--- src/rtl/mbc_gen_chip.sv ---
// Cartridge bank controller: maps CPU ROM/RAM windows to cartridge addresses.
// Optional real-time clock (MBC3-style) is built when MBC_RTC_EN is defined.
//
// Ports:
//   clk, reset        system clock, synchronous active-high reset
//   iadr, data, write CPU address, write data, write strobe (acts on 1->0)
//   oadr              cartridge address, ROM_BANK_BITS+14 bits
//   sel_rom, sel_ram  ROM / RAM chip selects
//   sel_rtc           RTC register read select (0 without MBC_RTC_EN)
//   rtc_rdata         latched RTC register value (0 without MBC_RTC_EN)
//   rtc_tick          1 Hz single-cycle enable (ignored without MBC_RTC_EN)
module mbc_gen_chip #(
    parameter int ROM_BANK_BITS   = 8,
    parameter int RAM_BANK_BITS   = 2,
    parameter int ZERO_BANK_REMAP = 1
) (
    input  logic                     clk,
    input  logic                     reset,
    input  logic [15:0]              iadr,
    input  logic [7:0]               data,
    input  logic                     write,
    output logic [ROM_BANK_BITS+13:0] oadr,
    output logic                     sel_rom,
    output logic                     sel_ram,
    output logic                     sel_rtc,
    output logic [7:0]               rtc_rdata,
    input  logic                     rtc_tick
);
    localparam int AW  = ROM_BANK_BITS + 14;
    localparam int RBW = ROM_BANK_BITS;

    logic           pwrite_q;
    logic [RBW-1:0] rom_bank_q, rom_bank_d;
    logic [RBW-1:0] bank_lo, bank_hi, eff_bank;
    logic [3:0]     ram_sel_q;
    logic           ram_ena_q;
    logic           wr_ev, wr_ena, wr_lo, wr_hi, wr_sel, wr_ltc, wr_ram;
    logic           in_ram_win;

    // One event per strobe, on the cycle write is seen low after being high.
    assign wr_ev  = pwrite_q & ~write;
    assign wr_ena = wr_ev && (iadr[15:13] == 3'b000);
    assign wr_lo  = wr_ev && (iadr[15:12] == 4'h2);
    assign wr_hi  = wr_ev && (iadr[15:12] == 4'h3);
    assign wr_sel = wr_ev && (iadr[15:13] == 3'b010);
    assign wr_ltc = wr_ev && (iadr[15:13] == 3'b011);
    assign wr_ram = wr_ev && (iadr[15:13] == 3'b101);
    assign in_ram_win = (iadr[15:13] == 3'b101);

    // Low write replaces bank[7:0]; high write touches bank[8] only.
    if (ROM_BANK_BITS == 9) begin : g_b9
        assign bank_lo = {rom_bank_q[8], data};
        assign bank_hi = {data[0], rom_bank_q[7:0]};
    end else begin : g_bn
        assign bank_lo = data[RBW-1:0];
        assign bank_hi = rom_bank_q;
    end

    always_comb begin
        rom_bank_d = rom_bank_q;
        if (wr_lo)
            rom_bank_d = bank_lo;
        else if (wr_hi)
            rom_bank_d = bank_hi;
    end

    always_ff @(posedge clk) begin
        if (reset) begin
            pwrite_q   <= 1'b0;
            rom_bank_q <= '0;
            ram_sel_q  <= '0;
            ram_ena_q  <= 1'b0;
        end else begin
            pwrite_q   <= write;
            rom_bank_q <= rom_bank_d;
            if (wr_ena)
                ram_ena_q <= (data[3:0] == 4'ha);
            if (wr_sel)
                ram_sel_q <= data[3:0];
        end
    end

    assign eff_bank = (ZERO_BANK_REMAP != 0 && rom_bank_q == '0)
                    ? RBW'(1) : rom_bank_q;

    always_comb begin
        oadr    = '0;
        sel_rom = 1'b0;
        sel_ram = 1'b0;
        if (!iadr[15]) begin
            sel_rom = !reset;
            oadr    = iadr[14] ? {eff_bank, iadr[13:0]}
                               : {{RBW{1'b0}}, iadr[13:0]};
        end else if (in_ram_win && !ram_sel_q[3]) begin
            sel_ram = ram_ena_q && !reset;
            oadr    = AW'({ram_sel_q[RAM_BANK_BITS-1:0], iadr[12:0]});
        end
    end

`ifdef MBC_RTC_EN
    typedef enum logic {L_IDLE, L_ARMED} lstate_t;

    lstate_t    state_q, state_d;
    logic       latch_en, rtc_wr, rtc_reg;
    logic [5:0] sec_q, sec_d, min_q, min_d, lsec_q, lmin_q;
    logic [4:0] hour_q, hour_d, lhour_q;
    logic [8:0] day_q, day_d, lday_q;
    logic       halt_q, halt_d, carry_q, carry_d, lhalt_q, lcarry_q;

    assign rtc_wr  = wr_ram && ram_ena_q;
    assign rtc_reg = (ram_sel_q >= 4'h8) && (ram_sel_q <= 4'hc);
    assign sel_rtc = !reset && ram_ena_q && in_ram_win && rtc_reg;

    always_comb begin
        state_d  = state_q;
        latch_en = 1'b0;
        if (wr_ltc) begin
            case (state_q)
                L_IDLE:
                    if (data == 8'h00) state_d = L_ARMED;
                L_ARMED: begin
                    if (data == 8'h01) begin
                        latch_en = 1'b1;
                        state_d  = L_IDLE;
                    end else if (data != 8'h00) begin
                        state_d  = L_IDLE;
                    end
                end
                default: state_d = L_IDLE;
            endcase
        end
    end

    // Ticks compute the cascade first; a CPU write then overrides its field.
    always_comb begin
        sec_d   = sec_q;
        min_d   = min_q;
        hour_d  = hour_q;
        day_d   = day_q;
        halt_d  = halt_q;
        carry_d = carry_q;
        if (rtc_tick && !halt_q) begin
            sec_d = (sec_q == 6'd59) ? '0 : sec_q + 6'd1;
            if (sec_q == 6'd59) begin
                min_d = (min_q == 6'd59) ? '0 : min_q + 6'd1;
                if (min_q == 6'd59) begin
                    hour_d = (hour_q == 5'd23) ? '0 : hour_q + 5'd1;
                    if (hour_q == 5'd23) begin
                        day_d = day_q + 9'd1;
                        if (day_q == 9'd511) carry_d = 1'b1;
                    end
                end
            end
        end
        if (rtc_wr) begin
            case (ram_sel_q)
                4'h8: sec_d  = data[5:0];
                4'h9: min_d  = data[5:0];
                4'ha: hour_d = data[4:0];
                4'hb: day_d  = {day_d[8], data};
                4'hc: begin
                    day_d[8] = data[0];
                    halt_d   = data[6];
                    carry_d  = data[7];
                end
                default: ;
            endcase
        end
    end

    always_ff @(posedge clk) begin
        if (reset) begin
            state_q  <= L_IDLE;
            sec_q    <= '0;
            min_q    <= '0;
            hour_q   <= '0;
            day_q    <= '0;
            halt_q   <= 1'b0;
            carry_q  <= 1'b0;
            lsec_q   <= '0;
            lmin_q   <= '0;
            lhour_q  <= '0;
            lday_q   <= '0;
            lhalt_q  <= 1'b0;
            lcarry_q <= 1'b0;
        end else begin
            state_q <= state_d;
            sec_q   <= sec_d;
            min_q   <= min_d;
            hour_q  <= hour_d;
            day_q   <= day_d;
            halt_q  <= halt_d;
            carry_q <= carry_d;
            if (latch_en) begin
                lsec_q   <= sec_q;
                lmin_q   <= min_q;
                lhour_q  <= hour_q;
                lday_q   <= day_q;
                lhalt_q  <= halt_q;
                lcarry_q <= carry_q;
            end
        end
    end

    always_comb begin
        rtc_rdata = 8'h00;
        case (ram_sel_q)
            4'h8: rtc_rdata = {2'b00, lsec_q};
            4'h9: rtc_rdata = {2'b00, lmin_q};
            4'ha: rtc_rdata = {3'b000, lhour_q};
            4'hb: rtc_rdata = lday_q[7:0];
            4'hc: rtc_rdata = {lcarry_q, lhalt_q, 5'b0, lday_q[8]};
            default: ;
        endcase
    end
`else
    logic unused_rtc;
    assign unused_rtc = ^{rtc_tick, ram_sel_q, wr_ltc, wr_ram};
    assign sel_rtc    = 1'b0;
    assign rtc_rdata  = 8'h00;
`endif

endmodule

--- config.mk ---
export PLATFORM = sky130hd
export DESIGN_NAME = mbc_gen_chip
export DESIGN_NICKNAME = d
export VERILOG_FILES = /design/src/rtl/mbc_gen_chip.sv
export SDC_FILE = /design/constraint.sdc
export NUM_CORES = 1
export LEC_CHECK = 0
export ABC_AREA = 1
export CORE_ASPECT_RATIO = 1.25
export CORE_MARGIN = 5
export CORE_UTILIZATION = 32
export CTS_CLUSTER_SIZE = 14
export DETAILED_ROUTE_END_ITERATION = 12
export GPL_ROUTABILITY_DRIVEN = 0
export PLACE_DENSITY = 0.78
export SYNTH_ARGS = -nofsm -noshare
export SYNTH_HDL_FRONTEND = slang
export SYNTH_SLANG_ARGS = --single-unit
--- constraint.sdc ---
create_clock -name clk -period 1.1 [get_ports clk]
set_input_delay 0.22 -clock clk [delete_from_list [all_inputs] [get_ports clk]]
set_output_delay 0.22 -clock clk [all_outputs]
set_load 0.03 [all_outputs]
Word-level counts from Yosys, hierarchy flattened --
Index checks and enable logic that the tools add are counted. W data, S select, Z words.
Word-level totals: register bits after elaboration 14, logic and storage cells 26
Cells by class: eq/ne operators 4, multiplexer cells 7, bitwise gates (word level) 2, reduce and logical (&&, ||, !) cells 9
Operators by type and width (count):
- $mux W22 | 2
- $mux W15 | 1
- $logic_not A8 Y1 | 1
- $mux W8 | 1
- $logic_and A1 B1 Y1 | 5
- $eq A4 B2 Y1 const B | 1
- $eq A4 B4 Y1 const B | 1
- $eq A3 B2 Y1 const B | 1
- $eq A3 B3 Y1 const B | 1
- $logic_not A3 Y1 | 1
- $mux W1 | 3
- $logic_not A1 Y1 | 2
- $and A1 B1 Y1 | 1
- $not A1 Y1 | 1

Longest topological paths before layout --
Gate-level depths: netlist of the first run.
depth after elaboration 4, gate-level depth with buffers 7

Worst setup path after synthesis of the first run --
Ideal clock, no wire load.
path kind reg-to-output, start reg ram_sel_q[3], end out oadr[0], arrival time 1194 ps, required time 880 ps, slack -314 ps, cell stages (with the launch flop) 6, path buffers 1, cells stage by stage dfxtp_1 nor2_1 and3_2 nor2_4 buf_6 nor2_1
On the way: word-level cells in the longest chain between the ends 4
RTL lines:
- start: declaration | line 35 | logic [3:0] ram_sel_q;
- start signal: assignment | line 79 | ram_sel_q <= data[3:0];
- $logic_not A1 Y1 | line 94 | end else if (in_ram_win && !ram_sel_q[3]) begin
- $logic_and A1 B1 Y1 | line 94
- $mux W15 | line 94
- $mux W22 | line 90 | if (!iadr[15]) begin
- end: declaration | line 22 | output logic [ROM_BANK_BITS+13:0] oadr,
No other way between the ends.

Final worst setup path of the first run --
start reg ram_sel_q[3], end out oadr[9]
Same word-level chain as after synthesis.

==> results.json, run 1 <==
{
  "status": "complete, but fails checks",
  "violations": "setup timing",
  "holdWs_ps": 310,
  "clk_pin_slew_ps": 80,
  "grt_pass1_vias": 1103,
  "numCtsBuffers": 3,
  "cp-end-kind": "output port",
  "multi_input_area_sq_um": 676,
  "holdCritPathClass": "in -> reg",
  "die_area_sq_um": 3980,
  "portBuffers": 50,
  "ioPinCount": 61,
  "die_w_microns": 57.4,
  "cts_tree": "done",
  "wire_per_inst_microns": 11.5,
  "r2r_cells": 5,
  "cts.sinks": 13,
  "final_common_cell": "nor2_1",
  "grt_max_degree": 17,
  "synthesis.area_sq_um": 900,
  "setup_viol": 19,
  "r2r_end": "bank_hi[3]$_SDFFE_PP0P_",
  "nNetsFinal": 250,
  "period_share_pct": 140,
  "rsz0062_at_grt": "yes",
  "p_leak_nw": 0.886,
  "vdd_ir_drop_max_uv": 537,
  "fmaxAchievable_ghz": 0.649,
  "layout_common_cells": "31 x nor2_1, 30 x nand2_1, 29 x buf_6",
  "power_per_cell_area_nw_per_um2": 730,
  "path_max_fanout": 6,
  "grt_pass1_wl_microns": 4480,
  "antenna_left": 0,
  "cp-endpoint": "oadr[9]",
  "track_usage_pct": 14.0,
  "initial_utilization_pct": 33.6,
  "yosysWarningCount": 0,
  "num_antenna_cells": 0,
  "fp-row-count": 21,
  "cp.required_ps": 880,
  "coreArea_sq_um": 2680,
  "seq_area_frac_synth_pct": 28.9,
  "drive_above_1_share_pct": 44.8,
  "synth_cell_types": 18,
  "drc": 0,
  "htreeDepth": 1,
  "rrSetupSlack_ps": 60,
  "hold_buffers": 0,
  "layout_setup_ws_ps": -442,
  "fin_crit_ps": 1540,
  "rr_startpoint": "pwrite_q$_SDFF_PP0_",
  "drtPass1Iterations": 2,
  "fin_worst_skew_ps": 1.08,
  "post-place-ws_ps": -573,
  "area_growth_pct": 103,
  "hold_viol_final": 0,
  "worstSetupPathType": "reg -> out",
  "die_h_microns": 69.3,
  "regArea_sq_um": 272,
  "start_kind": "flop",
  "drv_cap": 0,
  "grt-ovfl-total": 0,
  "cts_buffer_depth": 2,
  "syn_inst": 154,
  "clock_latency_ps": 280,
  "grt_antenna_before_repair": 0,
  "vias": 1106,
  "syn_avg_cell_area_sq_um": 5.84,
  "postRouteWirelength_microns": 2940,
  "synth-seq-cells": 13,
  "vias_per_cell": 4.34,
  "drt_iter0_drc": 15,
  "num-fill-cells": 235,
  "finalMaxSlewViolations": 0,
  "critPathLaunch": "ram_sel_q[3]$_SDFFE_PP0P_",
  "clock-root-buffer": "clkbuf_4",
  "cp.arrival_ps": 1320,
  "dpl.hpwl_microns": 2050
}
[through the flow]
step	TNS (ps)	instance area, sq um	power [mW]	std cells	utilization, %
after global routing	-7980	1820	1.38	255	68.1
final	-6600	1820	1.33	255	68.1
after global placement	-16910	1530	0.945	248	57.0
after CTS	-7390	1720	1.31	254	64.2
after floorplan	-1140	1040	0.770	162	-
after detailed placement	-17230	1530	0.949	248	57.0
[critical path: stages, from the launching register on]
cell	delay, ps
dfxtp_2	340
nor2_4	80
and3_4	190
nor2_4	50
clkbuf_16	160
nor2_4	80
buf_6	130
[registers in the layout (all words and copies together), names as in the netlist]
signal     cells
ram_ena_q      1
pwrite_q       1
ram_sel_q      3
bank_hi        8
[what timing repair did]
item / in CTS / in global routing
pin swaps: 13 / 7
setup buffers: 1 / 0
cloned: 1 / 1
endpoints found under the setup margin: 36 / 33
resized for setup: 62 / 28
[metal layers]
metal  share of wire, %  vias up  track usage [%]
li1                   -      561                -
met1                 37      484             15.2
met2                 52       56             25.5
met3                9.7        5             2.79
met4                1.4        0             5.67
met5                  0        -                0
[cell families (layout without fill, tap and decap cells)]
logic type | after synthesis | in the layout | synth area share (%)
simple gates | 97 | 98 | 45.9
buf+inv | 41 | 99 | 23.6
flops | 13 | 13 | 28.9
compound gates | 2 | 2 | 1.11
other cells | 1 | 9 | 0.417
[power breakdown]
part / internal [mW] / switching, mW / leakage [nW]
clock network: 0.141 / 0.164 / 0.0150
logic: 0.252 / 0.294 / 0.762
registers: 0.477 / 0.00337 / 0.109
total: 0.870 / 0.462 / 0.886
[how the worst min path moves through the flow]
stage	to	cells past startpoint	slack (ps)	from
detailed placement	ram_sel_q[1]$_SDFFE_PP0P_	2	470	ram_sel_q[1]$_SDFFE_PP0P_
CTS	pwrite_q$_SDFF_PP0_	2	360	reset
floorplan	pwrite_q$_SDFF_PP0_	1	290	reset
finish	pwrite_q$_SDFF_PP0_	4	310	write
global route	pwrite_q$_SDFF_PP0_	4	350	write
global placement	ram_sel_q[1]$_SDFFE_PP0P_	2	460	ram_sel_q[1]$_SDFFE_PP0P_
[layout make-up]
cell class | count | area share (%)
timing repair buffer | 66 | 38.1
clock buffer | 4 | 1.44
sequential | 13 | 14.9
tap | 34 | 2.33
inverter | 29 | 6.24
multi-input combinational | 109 | 37.0
[cells in the mapped netlist (all sizes together)]
cell / number / area (sq um)
nand3: 2 / 22.5
o21ai: 1 / 5.00
nand2: 33 / 126
a21oi: 1 / 5.00
dfxtp: 13 / 260
conb: 1 / 3.75
nor2: 59 / 241
nand3b: 2 / 15.0
inv: 29 / 109
and3: 1 / 7.51
buf: 11 / 90.1
clkbuf: 1 / 13.8
Note: power is estimated with default switching activity, not from simulation.
==> run 2: changes to the inputs <==
--- a/config.mk
+++ b/config.mk
@@ -12,7 +12,7 @@
 export CTS_CLUSTER_SIZE = 14
 export DETAILED_ROUTE_END_ITERATION = 12
 export GPL_ROUTABILITY_DRIVEN = 0
-export PLACE_DENSITY = 0.78
+export PLACE_DENSITY = 0.88
 export SYNTH_ARGS = -nofsm -noshare
 export SYNTH_HDL_FRONTEND = slang
 export SYNTH_SLANG_ARGS = --single-unit
==> results.json, run 2 (synthesis results as in run 1) <==
{
  "post-place-ws_ps": -589,
  "layout_setup_ws_ps": -480,
  "grt_max_degree": 17,
  "fin_worst_skew_ps": 1.10,
  "num_antenna_cells": 0,
  "clock_latency_ps": 280,
  "critPathLaunch": "ram_sel_q[3]$_SDFFE_PP0P_",
  "track_usage_pct": 14.1,
  "fmaxAchievable_ghz": 0.633,
  "wire_per_inst_microns": 11.8,
  "period_share_pct": 144,
  "setup_viol": 18,
  "cp-endpoint": "oadr[11]",
  "drive_above_1_share_pct": 44.7,
  "cts_tree": "done",
  "grt_pass1_wl_microns": 4490,
  "cp.arrival_ps": 1360,
  "cp_slowest_cell": "dfxtp_2",
  "grt-ovfl-total": 0,
  "die_w_microns": 57.4,
  "cp-end-kind": "output port",
  "rrSetupSlack_ps": 40,
  "drc": 0,
  "fin_util_pct": 67.8,
  "htreeDepth": 1,
  "area_growth_pct": 102,
  "die_area_sq_um": 3980,
  "crit_path_frequent_cell": "nor2_4",
  "path_buf_inv": 2,
  "cp.required_ps": 880,
  "nNetsFinal": 248,
  "clk_pin_slew_ps": 80,
  "portBuffers": 50,
  "vias": 1104,
  "vdd_ir_drop_max_uv": 697,
  "hold_viol_final": 0,
  "cp.depth": 6,
  "violations": "setup timing",
  "rr_startpoint": "pwrite_q$_SDFF_PP0_",
  "cts.sinks": 13,
  "grt_pass1_vias": 1091,
  "numCtsBuffers": 3,
  "holdWs_ps": 333,
  "rsz0062_at_grt": "yes",
  "final_common_cell": "nor2_1",
  "clock-root-buffer": "clkbuf_4",
  "drtPass1Iterations": 3,
  "r2r_end": "bank_hi[4]$_SDFFE_PP0P_",
  "die_h_microns": 69.3,
  "r2r_cells": 6,
  "finalPower_mw": 1.33,
  "max_stage_delay_ps": 350,
  "postRouteWirelength_microns": 2990,
  "start_kind": "flop",
  "hold_buffers": 0,
  "p_leak_nw": 0.895,
  "grt_antenna_before_repair": 0,
  "power_per_cell_area_nw_per_um2": 732,
  "drt_iter0_drc": 28,
  "cts_buffer_depth": 2,
  "status": "complete, but fails checks",
  "initial_utilization_pct": 33.6,
  "fp-row-count": 21,
  "antenna_left": 0,
  "finalMaxSlewViolations": 0,
  "layout_common_cells": "32 x nor2_1, 28 x nand2_1, 25 x buf_6",
  "fin_cells": 253,
  "drv_cap": 0,
  "holdCritPathClass": "in -> reg",
  "dpl.hpwl_microns": 2070,
  "largest_reg_flops": 8,
  "worstSetupPathType": "reg -> out",
  "coreArea_sq_um": 2680,
  "dp_cells": 244,
  "crit_chain": "nor2_4, and3_4, nor2_4, clkbuf_16, nor2_4, buf_6",
  "fin_crit_ps": 1580,
  "path_max_fanout": 4,
  "ioPinCount": 61,
  "vias_per_cell": 4.36,
  "critical-path-top-delay-family": "simple AND/OR/NAND/NOR gates"
}
-- run 2: cell count changes in the layout (fill, tap and decap cells not counted), sizes merged --
cell and change:
buf -2
-- run 2: how the worst min path moves through the flow --
stage                                          from                        end  slack, ps  cells past startpoint
after floorplan                               reset        pwrite_q$_SDFF_PP0_        290                      1
after global placement    ram_sel_q[0]$_SDFFE_PP0P_  ram_sel_q[0]$_SDFFE_PP0P_        470                      2
after detailed placement  ram_sel_q[3]$_SDFFE_PP0P_  ram_sel_q[3]$_SDFFE_PP0P_        480                      2
after CTS                                     reset        pwrite_q$_SDFF_PP0_        350                      2
after global routing                          write        pwrite_q$_SDFF_PP0_        370                      4
final                                         write        pwrite_q$_SDFF_PP0_        330                      4
-- run 2: power by group --
group / leakage [nW] / switching, mW / internal, mW
registers: 0.109 / 0.00391 / 0.477
clock network: 0.0150 / 0.155 / 0.141
logic: 0.770 / 0.298 / 0.255
total: 0.895 / 0.457 / 0.873
-- run 2: what timing repair did --
| action | 4_1_cts | 5_1_grt |
|---|---|---|
| gates resized for setup | 72 | 15 |
| endpoints found under the setup margin | 36 | 34 |
| buffers inserted | 2 | 1 |
| gates cloned | 1 | 1 |
| pin swaps | 13 | 10 |
-- run 2: per-stage QoR --
stage,setup TNS (ps),instance area (sq um)
after global routing,-8320,1820
after detailed placement,-17030,1510
after floorplan,-1140,1040
after global placement,-16570,1510
after CTS,-7290,1760
final,-7200,1820
-- run 2: area by class of cell --
| class | count | area, sq um |
|---|---|---|
| sequential | 13 | 272 |
| tap | 34 | 42.5 |
| timing repair buffer | 64 | 684 |
| multi-input combinational | 109 | 678 |
| fill | 217 | 863 |
| inverter | 29 | 114 |
| clock buffer | 4 | 26.3 |
-- run 2: tightest hold or removal path, cell delays in order --
cell and delay, ps:
dlymetal6s2s_1 150, inv_1 80, buf_4 100, nor2_1 30
-- run 2: routing by layer --
metal  up-vias  GRT usage [%]  share of wire, %
li1        553              -                 -
met1       491           13.9                35
met2        53           26.8                53
met3         7           2.79                10
met4         0           6.44               1.9
met5         -              0                 0
==> run 3: changes to the inputs <==
--- a/config.mk
+++ b/config.mk
@@ -12,7 +12,8 @@
 export CTS_CLUSTER_SIZE = 14
 export DETAILED_ROUTE_END_ITERATION = 12
 export GPL_ROUTABILITY_DRIVEN = 0
-export PLACE_DENSITY = 0.88
+export PLACE_DENSITY = 0.87
+export SKIP_LAST_GASP = 1
 export SYNTH_ARGS = -nofsm -noshare
 export SYNTH_HDL_FRONTEND = slang
 export SYNTH_SLANG_ARGS = --single-unit
==> results.json, run 3 (synthesis results as in run 1) <==
{
  "status": "complete, but fails checks",
  "violations": "setup timing",
  "dpl.hpwl_microns": 2060,
  "period_share_pct": 140,
  "vdd_ir_drop_max_uv": 755,
  "cts_buffer_depth": 2,
  "grt-ovfl-total": 0,
  "portBuffers": 50,
  "ioPinCount": 61,
  "largest_reg_flops": 8,
  "cp.required_ps": 880,
  "path_max_fanout": 6,
  "fin_worst_skew_ps": 2.13,
  "coreArea_sq_um": 2680,
  "dp_cells": 245,
  "cp_slowest_cell": "dfxtp_2",
  "die_w_microns": 57.4,
  "clock_latency_ps": 280,
  "clk_pin_slew_ps": 80,
  "cts.sinks": 13,
  "area_growth_pct": 94.0,
  "numCtsBuffers": 3,
  "max_stage_delay_ps": 330,
  "cp.arrival_ps": 1320,
  "initial_utilization_pct": 33.6,
  "holdCritPathClass": "in -> reg",
  "worstSetupPathType": "reg -> out",
  "grt_max_degree": 17,
  "wire_per_inst_microns": 11.6,
  "die_h_microns": 69.3,
  "vias": 1107,
  "htreeDepth": 1,
  "drtPass1Iterations": 4,
  "final_common_cell": "nor2_1",
  "stdcell_area_sq_um": 1750,
  "crit_path_frequent_cell": "nor2_4",
  "power_per_cell_area_nw_per_um2": 754,
  "start_kind": "flop",
  "fin_cells": 252,
  "drive_above_1_share_pct": 41.3,
  "finalMaxSlewViolations": 0,
  "track_usage_pct": 13.5,
  "postRouteWirelength_microns": 2930,
  "regArea_sq_um": 270,
  "fin_crit_ps": 1540,
  "layout_common_cells": "34 x nor2_1, 31 x nand2_1, 22 x nor2_4, 22 x buf_6, 21 x clkdlybuf4s50_1",
  "place_area_sq_um": 1520,
  "grt_antenna_before_repair": 0,
  "clock-root-buffer": "clkbuf_4",
  "fp-row-count": 21,
  "hold_viol_final": 0,
  "nNetsFinal": 247,
  "post-place-ws_ps": -579,
  "vias_per_cell": 4.39,
  "p_leak_nw": 0.871,
  "die_area_sq_um": 3980,
  "drv_cap": 0,
  "rsz0062_at_grt": "yes",
  "antenna_left": 0,
  "grt_pass1_wl_microns": 4260,
  "setup_viol": 21,
  "fmaxAchievable_ghz": 0.648,
  "grt_pass1_vias": 1016,
  "drt_iter0_drc": 21,
  "hold_buffers": 0,
  "crit_chain": "nor2_2, and3_4, nor2_4, clkbuf_16, nor2_4, buf_6",
  "cts_tree": "done",
  "num-fill-cells": 234,
  "num_antenna_cells": 0,
  "multi_input_area_sq_um": 642,
  "drc": 0,
  "cp-end-kind": "output port",
  "layout_setup_ws_ps": -444
}
run 3: cell count changes in the layout (fill, tap and decap cells not counted), sizes merged:
cell,before,now
buf,39,38
run 3: layout make-up:
cell class	instances	area share, %
flip-flops and latches	13	15.5
inverters	29	6.38
well taps	34	2.44
repair buffers	63	37.4
multi-input cells	109	36.8
clock buffers	4	1.51
run 3: power breakdown:
| group | switching, mW | internal (mW) |
|---|---|---|
| logic | 0.289 | 0.239 |
| clock network | 0.168 | 0.141 |
| registers | 0.00340 | 0.476 |
run 3: path summary, 6_finish.rpt:
path                             start                         to  slack (ps)  cells after the start
max          ram_sel_q[3]$_SDFFE_PP0P_                    oadr[5]        -440                      6
min                              write        pwrite_q$_SDFF_PP0_         340                      4
max reg2reg        pwrite_q$_SDFF_PP0_    bank_hi[0]$_SDFFE_PP0P_          80                      6
min reg2reg  ram_sel_q[3]$_SDFFE_PP0P_  ram_sel_q[3]$_SDFFE_PP0P_         490                      2
run 3: through the flow:
stage,TNS (ps),hold WS [ps],utilization (%),power (mW)
finish,-6830,345,65.1,1.32
global route,-7830,356,65.1,1.36
CTS,-7410,339,62.5,1.30
detailed placement,-16560,476,56.6,0.947
global placement,-16110,467,56.6,0.942
floorplan,-1140,292,-,0.770
run 3: per-layer routing:
layer | track usage, % | vias to the layer above | share of wire (%) | routed length (microns)
li1 | - | 550 | - | -
met1 | 13.7 | 500 | 36 | 1070
met2 | 25.3 | 52 | 52 | 1520
met3 | 2.79 | 5 | 10 | 298
met4 | 6.19 | 0 | 1.6 | 46
met5 | 0 | - | 0 | 0
run 3: timing repair:
| action | in CTS | in global routing |
|---|---|---|
| endpoints found under the setup margin | 36 | 30 |
| gates resized for setup | 53 | 17 |
| setup buffers | 1 | 0 |
| gates cloned | 1 | 1 |
| pin swaps | 13 | 7 |
run 3: worst max-delay path, delay by kind of cell (launching register included):
kind,cells,cell delay [ps]
DFF,1,330
buffers and inverters,2,290
and+or+nand+nor,4,420
